--- src/rtl/objects_mux_pkg.sv ---
// rtl/objects_mux_pkg.sv - shared constants and pair-index helpers for the layer compositor
package objects_mux_pkg;

  localparam int MAX_LAYERS = 8;

  function automatic int num_pairs(input int n);
    return n * (n - 1) / 2;
  endfunction

  // Flat index of unordered pair (i,j), i<j, enumerated row by row.
  function automatic int pair_idx(input int i, input int j, input int n);
    return i * (2 * n - i - 1) / 2 + (j - i - 1);
  endfunction

endpackage

--- src/rtl/layer_priority_enc.sv ---
// rtl/layer_priority_enc.sv - combinational lowest-index-first priority encoder
module layer_priority_enc #(
  parameter  int N  = 4,
  localparam int IW = (N > 1) ? $clog2(N) : 1
) (
  input  logic [N-1:0]  req,
  output logic          found,
  output logic [IW-1:0] idx
);

  // Scan downward so the lowest requesting index is the last write.
  always_comb begin
    found = 1'b0;
    idx   = '0;
    for (int i = N - 1; i >= 0; i--) begin
      if (req[i]) begin
        found = 1'b1;
        idx   = IW'(i);
      end
    end
  end

endmodule

--- src/rtl/objects_mux_n.sv ---
// rtl/objects_mux_n.sv - N-layer priority pixel compositor with per-frame pairwise collision capture
module objects_mux_n
  import objects_mux_pkg::*;
#(
  parameter  int               NUM_LAYERS  = 4,
  parameter  int               RGB_W       = 8,
  parameter  logic [RGB_W-1:0] TRANSPARENT = 8'hFF,
  localparam int               NUM_PAIRS   = num_pairs(NUM_LAYERS),
  localparam int               IDX_W       = $clog2(NUM_LAYERS)
) (
  input  logic                        clk,
  input  logic                        reset,
  input  logic                        startOfFrame,
  input  logic [NUM_LAYERS-1:0]       drawReq,
  input  logic [NUM_LAYERS*RGB_W-1:0] layerRGB,
  input  logic [NUM_LAYERS-1:0]       layerEnable,
  input  logic [RGB_W-1:0]            backGroundRGB,
  output logic [RGB_W-1:0]            RGBOut,
  output logic                        winnerValid,
  output logic [IDX_W-1:0]            winnerIdx,
  output logic [NUM_PAIRS-1:0]        collisionFrame,
  output logic                        collisionPulse
);

  if (NUM_LAYERS < 2 || NUM_LAYERS > MAX_LAYERS) begin : g_bad_layers
    $error("objects_mux_n: NUM_LAYERS out of range");
  end

  logic [NUM_LAYERS-1:0]       eff_req;
  logic [NUM_PAIRS-1:0]        pair_hit;
  logic [NUM_LAYERS-1:0]       eff_s1;
  logic [NUM_LAYERS*RGB_W-1:0] rgb_s1;
  logic [RGB_W-1:0]            bg_s1;
  logic [NUM_PAIRS-1:0]        pair_s1;
  logic                        sof_s1;
  logic [NUM_PAIRS-1:0]        coll_acc;
  logic [NUM_PAIRS-1:0]        coll_base;
  logic                        win_found;
  logic [IDX_W-1:0]            win_idx;

  // A colour-keyed pixel counts as no request, for both drawing and collisions.
  for (genvar i = 0; i < NUM_LAYERS; i++) begin : g_eff
    assign eff_req[i] = drawReq[i] & layerEnable[i] &
                        (layerRGB[i*RGB_W +: RGB_W] != TRANSPARENT);
  end

  for (genvar i = 0; i < NUM_LAYERS; i++) begin : g_pair_i
    for (genvar j = i + 1; j < NUM_LAYERS; j++) begin : g_pair_j
      assign pair_hit[pair_idx(i, j, NUM_LAYERS)] = eff_req[i] & eff_req[j];
    end
  end

  always_ff @(posedge clk or posedge reset) begin
    if (reset) begin
      eff_s1  <= '0;
      rgb_s1  <= '0;
      bg_s1   <= '0;
      pair_s1 <= '0;
      sof_s1  <= 1'b0;
    end else begin
      eff_s1  <= eff_req;
      rgb_s1  <= layerRGB;
      bg_s1   <= backGroundRGB;
      pair_s1 <= pair_hit;
      sof_s1  <= startOfFrame;
    end
  end

  layer_priority_enc #(.N(NUM_LAYERS)) u_enc (
    .req   (eff_s1),
    .found (win_found),
    .idx   (win_idx)
  );

  // Hits on the frame-start pixel belong to the new frame, so they are never masked by the old one.
  assign coll_base = sof_s1 ? '0 : coll_acc;

  always_ff @(posedge clk or posedge reset) begin
    if (reset) begin
      RGBOut         <= '0;
      winnerValid    <= 1'b0;
      winnerIdx      <= '0;
      collisionFrame <= '0;
      collisionPulse <= 1'b0;
      coll_acc       <= '0;
    end else begin
      RGBOut         <= win_found ? rgb_s1[win_idx*RGB_W +: RGB_W] : bg_s1;
      winnerValid    <= win_found;
      winnerIdx      <= win_idx;
      collisionPulse <= |(pair_s1 & ~coll_base);
      if (sof_s1) begin
        collisionFrame <= coll_acc;
        coll_acc       <= pair_s1;
      end else begin
        coll_acc       <= coll_acc | pair_s1;
      end
    end
  end

endmodule

--- config.mk ---
export PLATFORM = sky130hd
export DESIGN_NAME = objects_mux_n
export DESIGN_NICKNAME = d
export VERILOG_FILES = /design/src/rtl/objects_mux_pkg.sv /design/src/rtl/layer_priority_enc.sv /design/src/rtl/objects_mux_n.sv
export SDC_FILE = /design/constraint.sdc
export NUM_CORES = 1
export LEC_CHECK = 0
export BUFFER_PORTS_ARGS = -buffer_cell sky130_fd_sc_hd__buf_2
export CORE_ASPECT_RATIO = 0.6
export CORE_MARGIN = 5
export CORE_UTILIZATION = 40
export CTS_CLUSTER_SIZE = 40
export DETAILED_ROUTE_END_ITERATION = 10
export PLACE_DENSITY = 0.72
export RECOVER_POWER = 25
export SYNTH_ARGS = -nofsm -noshare
export SYNTH_HDL_FRONTEND = slang
export SYNTH_SLANG_ARGS = --single-unit
export TNS_END_PERCENT = 1
--- constraint.sdc ---
create_clock -name clk -period 2.65 [get_ports clk]
set_input_delay 0.53 -clock clk [delete_from_list [all_inputs] [get_ports clk]]
set_output_delay 0.53 -clock clk [all_outputs]
set_load 0.01 [all_outputs]
======== Yosys cells after proc, flatten, opt, wreduce, memory -nomap -nowiden ========
Index checks and enable logic that the tools add are counted.
operators by class
  $add $sub $neg .......................... 0
  multipliers ............................. 0
  div/mod/pow operators ................... 0
  magnitude comparators ................... 0
  equal/unequal tests ..................... 4
  shifts and indexed selects .............. 1
  multiplexer cells ....................... 11
  bitwise logic cells ..................... 17
  reduce and logical (&&, ||, !) cells .... 1
operators with widths
  operator                                               number
  8-bit inequality test, second input constant           4
  32-bit by 6-bit indexed part select with 8-bit output  1
  1-bit bitwise AND                                      14
  6-bit 2-to-1 mux                                       2
  2-bit 2-to-1 mux                                       4
  8-bit 2-to-1 mux                                       1
  6-bit bitwise AND                                      1
  6-bit inverter                                         1
  6-bit OR                                               1
  6-bit OR reduction                                     1
  1-bit 2-to-1 mux                                       4
word-level totals
  register bits after elaboration ......... 75
  bits in latches ......................... 0
  memory bits (writable) .................. 0
  ROM bits ................................ 0
  input bits .............................. 51
  output and inout port bits .............. 18
  logic and storage cells ................. 45
  memories ................................ 0

======== Logic depth before layout (Yosys ltp) ========
Gate-level depths: netlist (run 1).
  depth after elaboration ................. 6
  depth in mapped cells ................... 4
  mapped depth without buffers ............ 3

======== Modules after synthesis ========
Synthesis (run 1) repeated with hierarchy kept, for this count alone.
unflattened totals
  cells, all modules ...................... 175
  area, all modules ....................... 2585.0 um^2
by module, submodules not included
  module              instances  cells each  area each (um^2)  seq. area each (um^2)
  objects_mux_n       1          168         2549.9            1876.8
  layer_priority_enc  1          7           35.0              0.0

======== Worst setup path after synthesis (run 1) ========
No wires, ideal clock.
  path kind ............................... input -> register
  start ................................... input layerRGB[14]
  end ..................................... register pair_s1[3]
  library setup time ...................... 131 ps
  data arrival time ....................... 948 ps
  required time ........................... 2519 ps
  setup slack ............................. 1571 ps
  cell stages on the path ................. 3
  buffers on the path ..................... 0
  cells stage by stage .................... nand4_1 o211ai_1 nor2_1
between the ends
  word-level cells in the longest chain between the ends .. 3
ends and longest elaborated chain
  what                    line                 text
  start: declaration      objects_mux_n.sv:15  input logic [NUM_LAYERS*RGB_W-1:0] layerRGB,
  8-bit inequality test   objects_mux_n.sv:44  (layerRGB[i*RGB_W +: RGB_W] != TRANSPARENT);
  1-bit bitwise AND       objects_mux_n.sv:43  assign eff_req[i] = drawReq[i] & layerEnable[i] &
  1-bit bitwise AND       objects_mux_n.sv:49  assign pair_hit[pair_idx(i, j, NUM_LAYERS)] = eff_req[i] & eff_req[j];
  via pair_hit[3]         objects_mux_n.sv:30  logic [NUM_PAIRS-1:0] pair_hit;
  end signal: assignment  objects_mux_n.sv:64  pair_s1 <= pair_hit;
  end: declaration        objects_mux_n.sv:34  logic [NUM_PAIRS-1:0] pair_s1;
The timed path passes the listed nets, and every way through them passes these cells.
A chain may end at the register's enable or synchronous reset.

======== Final worst setup path (run 1) ========
  start ................................... register eff_s1[0]
  end ..................................... register RGBOut[2]
between the ends
  elaborated cells between the ends (all ways) .. 4
  classes of those cells .................. shift: 1; mux: 3
RTL lines
  what                      line                      text
  start: declaration        objects_mux_n.sv:31       logic [NUM_LAYERS-1:0] eff_s1;
  start signal: assignment  objects_mux_n.sv:61       eff_s1 <= eff_req;
  1-bit 2-to-1 mux          layer_priority_enc.sv:16  if (req[i]) begin
  via u_enc.found           layer_priority_enc.sv:7   output logic found,
  8-bit 2-to-1 mux          objects_mux_n.sv:87       RGBOut <= win_found ? rgb_s1[win_idx*RGB_W +: RGB_W] : bg_s1;
  end signal: assignment    objects_mux_n.sv:87
  end: declaration          objects_mux_n.sv:18       output logic [RGB_W-1:0] RGBOut,
The timed path passes the listed nets, and every way through them passes these cells.

==> results of run 1 <==
## layout by cell type, fill, tap and decap left out
master / n
nor2b_2: 1
clkbuf_1: 25
a21oi_1: 1
nor2_4: 1
nor3_1: 1
dfrtp_1: 75
clkbuf_8: 10
buf_4: 2
nand4_1: 9
clkinv_2: 5
o211ai_1: 4
o221ai_1: 8
a22oi_2: 8
a22oi_1: 3
buf_2: 43
bufinv_16: 1
mux2_2: 6
a2bb2oi_2: 8
nor2_1: 7
inv_1: 12
nand2_2: 1
o41ai_1: 1
nand2b_1: 5
a21o_1: 4
## worst max path at each step
stage          cells after the start         end       from
4_1_cts                            3   RGBOut[1]  eff_s1[0]
3_3_place_gp                       3   RGBOut[7]  eff_s1[0]
2_1_floorplan                      1   RGBOut[0]      reset
3_5_place_dp                       3   RGBOut[1]  eff_s1[0]
6_report                           3   RGBOut[2]  eff_s1[0]
5_1_grt                            3  rgb_s1[19]      reset
## state kept, by name, indices dropped and copies added (netlist names)
signal / flops
rgb_s1: 32
RGBOut: 8
bg_s1: 8
eff_s1: 4
winnerIdx: 2
collisionFrame: 6
sof_s1: 1
pair_s1: 6
winnerValid: 1
coll_acc: 6
collisionPulse: 1
## kinds of logic (layout without fill, tap and decap cells)
family | after synthesis | in the layout | share of synthesized area (%)
flops | 75 | 75 | 73.4
compound gates | 37 | 37 | 15.1
simple gates | 25 | 25 | 5.68
mux | 6 | 6 | 2.64
buf+inv | 16 | 98 | 3.13
## routing by layer
metal	share of wire [%]	global-route usage, %	up-vias	wire (µm)
met5	0	0	-	0
met4	0.46	4.40	0	25
met3	12	8.00	2	648
met2	39	18.3	72	2120
met1	49	22.2	770	2700
li1	-	-	726	-
## power groups by stage
| stage | sequential (mW) | clock, mW | combinational [mW] |
|---|---|---|---|
| 3_3_place_gp | 1.27 | 0 | 0.216 |
| 2_1_floorplan | 1.28 | 0 | 0.107 |
| 6_report | 1.25 | 0.840 | 0.212 |
| 4_1_cts | 1.25 | 0.870 | 0.222 |
| 3_5_place_dp | 1.27 | 0 | 0.220 |
| 5_1_grt | 1.26 | 0.923 | 0.235 |
## layout make-up
class / count / area [µm²] / share of cell area [%]
sequential: 75 / 1880 / 59.7
inverter: 12 / 45.0 / 1.43
timing repair buffer: 70 / 324 / 10.3
clock buffer: 10 / 138 / 4.38
multi-input combinational: 68 / 599 / 19.1
tap: 84 / 105 / 3.34
clock inverter: 6 / 55.1 / 1.75
==> impl_metrics.yaml, run 1 <==
run_status:
  status: "finished, final reports clean"
sta:
  tns_ns: 0
  fin_hold_ws_ns: 0.296
  worstMarginPinSlew_ns: 1.24
  setup_viol: 0
  fin_ws_ns: 1.15
  timing.fmax_mhz: 668
  finalHoldViolCount: 0
  rsz0062_at_grt: "no"
  fin_skew_ns: 0.00497
  relSlewSlack_pct: 17.3
  slew_violations: 0
  post-route-period-util_pct: 56.5
  fin_crit_ns: 1.50
critical_path:
  critPathMaxStageDelay_ns: 0.61
  critPathSlowestCell: "dfrtp_1"
  path_cells: "nor2_4 > nand2_2 > a2bb2oi_2"
  path_buf_inv: 0
  reg2reg_slack_ns: 1.15
  worstPathRequired_ns: 2.87
  cp_max_fo: 12
  worst_setup_path_start_kind: "flop"
  arrival_ns: 1.71
  path_delay_family: "flip-flops"
  cp-end-kind: "flop"
  reg2regPathDepth: 3
  criticalPathCategory: "reg2reg"
  timing.rr.end: "RGBOut[2]"
  timing.rr.start: "eff_s1[0]"
placed_design:
  dp_hpwl_um: 4100
  dpl-instance-area_um2: 2980
  place_inst: 309
  gp_congestion: 0.815
  pre_cts_ws_ns: 1.16
  port-buffer-count: 68
worst_hold_path:
  whs_path_depth: 1
  hold_start: "backGroundRGB[5]"
  hold_class: "in2reg"
  hold_end: "bg_s1[5]"
synth:
  synth_seq_cells: 75
  synth.most_common_cell: "dfrtp_1"
  yosys-top-cells-area: "dfrtp_1 (73%), a2bb2oi_2 (4.7%), a22oi_2 (3.9%)"
  synth_top_area_share_pct: 73.4
  synthTopCellsByCount: "dfrtp_1 (75), inv_1 (12), nand4_1 (9)"
  syn_inst: 159
  synth_warnings: 0
  syn-num-nets: 210
  synth_top_cell_by_area: "dfrtp_1"
  synth_edf_count: 0
  synth-main-ff-cell: "dfrtp_1"
  syn_area_um2: 2560
  synth.avg_cell_area_um2: 16.1
  ys_types: 21
  yosysSeqAreaShare_pct: 73.4
  synthArstFlopShare_pct: 100
die:
  start_util_pct: 41.5
  core.rowCount: 22
  boundaryPins: 69
  dieArea_um2: 8140
  die_w_um: 113
  die_y_um: 71.9
  core_um2: 6170
flow_run:
  drv_cap: 0
final_layout:
  layout.nets: 287
  diodes: 0
  stdcell_area_um2: 3140
  area_growth_pct: 23.0
  final_util_pct: 51.0
  fillCellCount: 557
  drive_gt1_share_pct: 35.7
  final_cells: 325
drt:
  wl_per_cell_um: 16.9
  routed-via-count: 1570
  drt_pass1_iterations: 4
  post_drt_via_cell_ratio: 4.83
  wl_um: 5490
  drt_first_iter_violations: 93
  drc: 0
  ant_nets: 0
global_route:
  grt_pass1_wl_um: 8880
  grt_pass1_vias: 1648
  grt_max_degree: 35
  gr-total-overflow: 0
  track_usage_pct: 14.9
  antenna_found_initial: 0
power:
  power_per_cell_area_nw_per_um2: 732
  seqPwrFrac_pct: 54.3
  clkPwrFrac_pct: 36.5
  p_total_mw: 2.30
  comb_power_share_pct: 9.2
  p_leak_nw: 1.48
  intPower_mw: 1.76
  ir_worst_vdd_v: 0.000307
  swShare_pct: 23.5
  switchingPower_uw: 541
cts:
  cts_buffers: 9
  clk_latency_ns: 0.34
  cts.sinks: 75
  path_clk_slew_ns: 0.07
  cts_resized: 0
  htreeDepth: 3
  clockBufferDepth: 2
  cts_hold_buf: 0
  post_cts_buffers: 0
  cts_root_buffer: "clkbuf_8"
  cts_tree: "built"
Power figures use the tool's default switching activity.
==> run 2, diff against run 1 <==
- ABC_AREA: default -> 1
- PLACE_DENSITY: 0.72 -> 0.71
- clock period: 2.65 -> 1.4 ns (I/O delays scaled with it)
==> run 2 against run 1 <==
Global-route usage grew 0.11 points. Worst hold slack lost 0.25 ns. Critical path type unchanged. Clock power grew 150%. First-iteration DRC count grew 84%.
==> impl_metrics.yaml, run 2 <==
final_layout:
  final_util_pct: 52.2
  largest_reg_flops: 32
  diodes: 0
  drive_gt1_share_pct: 24.6
  layout.nets: 393
  final_common_cell: "dfrtp_1"
  top_register: "rgb_s1"
  area_growth_pct: 26.4
  final_cell_mix: "dfrtp_1 (75), inv_1 (46), buf_2 (45), nand2_1 (39), nand3_1 (36)"
  fillCellCount: 610
  top_regs: "rgb_s1 (32), RGBOut (8), bg_s1 (8)"
sta:
  rsz0062_at_grt: "no"
  fin_skew_ns: 0.00644
  finalHoldViolCount: 0
  timing.fmax_mhz: 764
  setup_viol: 0
  tns_ns: 0
  fin_ws_ns: 0.0907
  worstMarginPinSlew_ns: 0.384
  fin_crit_ns: 1.31
  post-route-period-util_pct: 93.5
  slew_violations: 0
  relSlewSlack_pct: 74.3
global_route:
  grt_max_degree: 76
  grt_pass1_vias: 2011
  gr-total-overflow: 0
  antenna_found_initial: 0
  track_usage_pct: 15.0
  grt_pass1_wl_um: 9940
cts:
  cts_root_buffer: "clkbuf_16"
  cts_buffers: 9
  cts_hold_buf: 0
  clk_latency_ns: 0.33
  cts.sinks: 75
  htreeDepth: 3
  cts_tree: "built"
  clockBufferDepth: 2
  post_cts_buffers: 0
  path_clk_slew_ns: 0.05
power:
  ir_worst_vdd_v: 0.000721
  seqPwrFrac_pct: 47.7
  power_per_cell_area_nw_per_um2: 1410
  p_leak_nw: 1.82
  switchingPower_mw: 1.22
  clkPwrFrac_pct: 41.9
  swShare_pct: 24.6
  intPower_mw: 3.74
  comb_power_share_pct: 10.4
critical_path:
  cp_common_cell: "nand2_1"
  path_cells: "inv_2 > nand2_4 > nand2_2 > nand3_1 > nand2_1 > nand2_1 > nand2_1"
  setup.worst_path.start: "eff_s1[0]"
  cp-end-kind: "flop"
  timing.rr.start: "eff_s1[0]"
  worst_setup_path_start_kind: "flop"
  critPathSlowestCell: "dfrtp_1"
  critPathMaxStageDelay_ns: 0.39
  arrival_ns: 1.58
  worstPathRequired_ns: 1.67
  cp_max_fo: 18
  criticalPathCategory: "reg2reg"
synth:
  ys_types: 20
  synth_top_area_share_pct: 67.7
  yosys-top-cells-area: "dfrtp_1 (68%), nand3_1 (6.5%), inv_1 (6.4%)"
  synth-main-ff-cell: "dfrtp_1"
  synth.avg_cell_area_um2: 10.5
  synth_edf_count: 0
  synthTopCellsByCount: "dfrtp_1 (75), inv_1 (47), nand2_1 (39)"
  syn-num-nets: 315
  syn_inst: 264
  synth_top_cell_by_area: "dfrtp_1"
  synth.most_common_cell: "dfrtp_1"
  yosysSeqAreaShare_pct: 67.7
  synth_seq_cells: 75
  synthArstFlopShare_pct: 100
  synth_warnings: 0
  syn_area_um2: 2770
die:
  dieArea_um2: 8750
  boundaryPins: 69
  die_y_um: 74.5
  die_w_um: 117
  start_util_pct: 41.3
  core.rowCount: 23
  core_um2: 6710
drt:
  routed-via-count: 1990
  wl_um: 6060
  drc: 0
  drt_first_iter_violations: 171
  ant_nets: 0
  drt_pass1_iterations: 4
  wl_per_cell_um: 14.0
  post_drt_via_cell_ratio: 4.60
worst_hold_path:
  hold_class: "in2async"
run_status:
  status: "finished, final reports clean"
placed_design:
  gp_congestion: 0.801
  pre_cts_ws_ns: 0.0541
  port-buffer-count: 68
  dp_hpwl_um: 4450
flow_run:
  drv_cap: 0
[run 2: power by group through the flow]
stage | Sequential [mW] | Combinational [mW] | Clock [mW]
after floorplan | 2.42 | 0.260 | 0
after global placement | 2.40 | 0.501 | 0
after detailed placement | 2.40 | 0.510 | 0
after CTS | 2.37 | 0.513 | 2.13
after global routing | 2.38 | 0.579 | 2.23
final | 2.36 | 0.513 | 2.07
[run 2: worst max-delay path, delay by kind of cell, from the launching register on]
family,cells,cell delay (ns)
buffers and inverters,1,0.30
DFF,1,0.39
and+or+nand+nor,6,0.55
[run 2: layout make-up]
cell class	count	area, µm²	area share (%)
multi-input cells	136	712	20.3
well taps	87	109	3.11
flip-flops and latches	75	1880	53.6
clock inverters	4	27.5	0.786
inverters	49	188	5.36
clock buffers	11	243	6.93
repair buffers	71	347	9.90
[run 2: path summary, 6_finish.rpt]
kind | end | cells after the start | slack, ns
worst min-delay path | pair_s1[4] | 3 | 0.04
max in group asynchronous | bg_s1[5] | 3 | 1.04
min in group clk | sof_s1 | 1 | 0.05
worst max-delay path | RGBOut[7] | 7 | 0.09
worst min register to register | RGBOut[5] | 2 | 0.44
worst max register to register | RGBOut[7] | 7 | 0.09
[run 2: timing repair]
item / 4_1_cts / 5_1_grt
resized for setup: 0 / 3
setup endpoints to repair: 0 / 8
hold endpoints to repair: 0 / 0
[run 2: layer usage]
layer  track usage [%]  routed length (µm)  up-vias  part of all wire [%]
met5                 0                   0        -                     0
met4              6.11                  82        0                   1.4
met3              6.16                 399        8                   6.6
met2              22.1                2590       59                    43
met1              20.1                2990      937                    49
li1                  -                   -      986                     -
[run 2: logic make-up (layout without fill, tap and decap cells)]
| kind of cell | after synthesis | after routing | share of synthesized area, % |
|---|---|---|---|
| and+or+nand+nor | 116 | 117 | 20.3 |
| DFF | 75 | 75 | 67.7 |
| buffers and inverters | 54 | 135 | 7.90 |
| AOI/OAI and AO/OA | 19 | 19 | 4.11 |
[run 2: through the flow]
| stage | total power [mW] | cell area, µm² | hold WS (ns) | instances |
|---|---|---|---|---|
| final | 4.95 | 3500 | 0.0443 | 433 |
| after global routing | 5.19 | 3500 | 0.0356 | 433 |
| after CTS | 5.01 | 3490 | 0.0399 | 432 |
| after detailed placement | 2.91 | 3220 | 0.390 | 417 |
| after global placement | 2.90 | 3220 | 0.388 | 417 |
| after floorplan | 2.68 | 2780 | 0.311 | 264 |
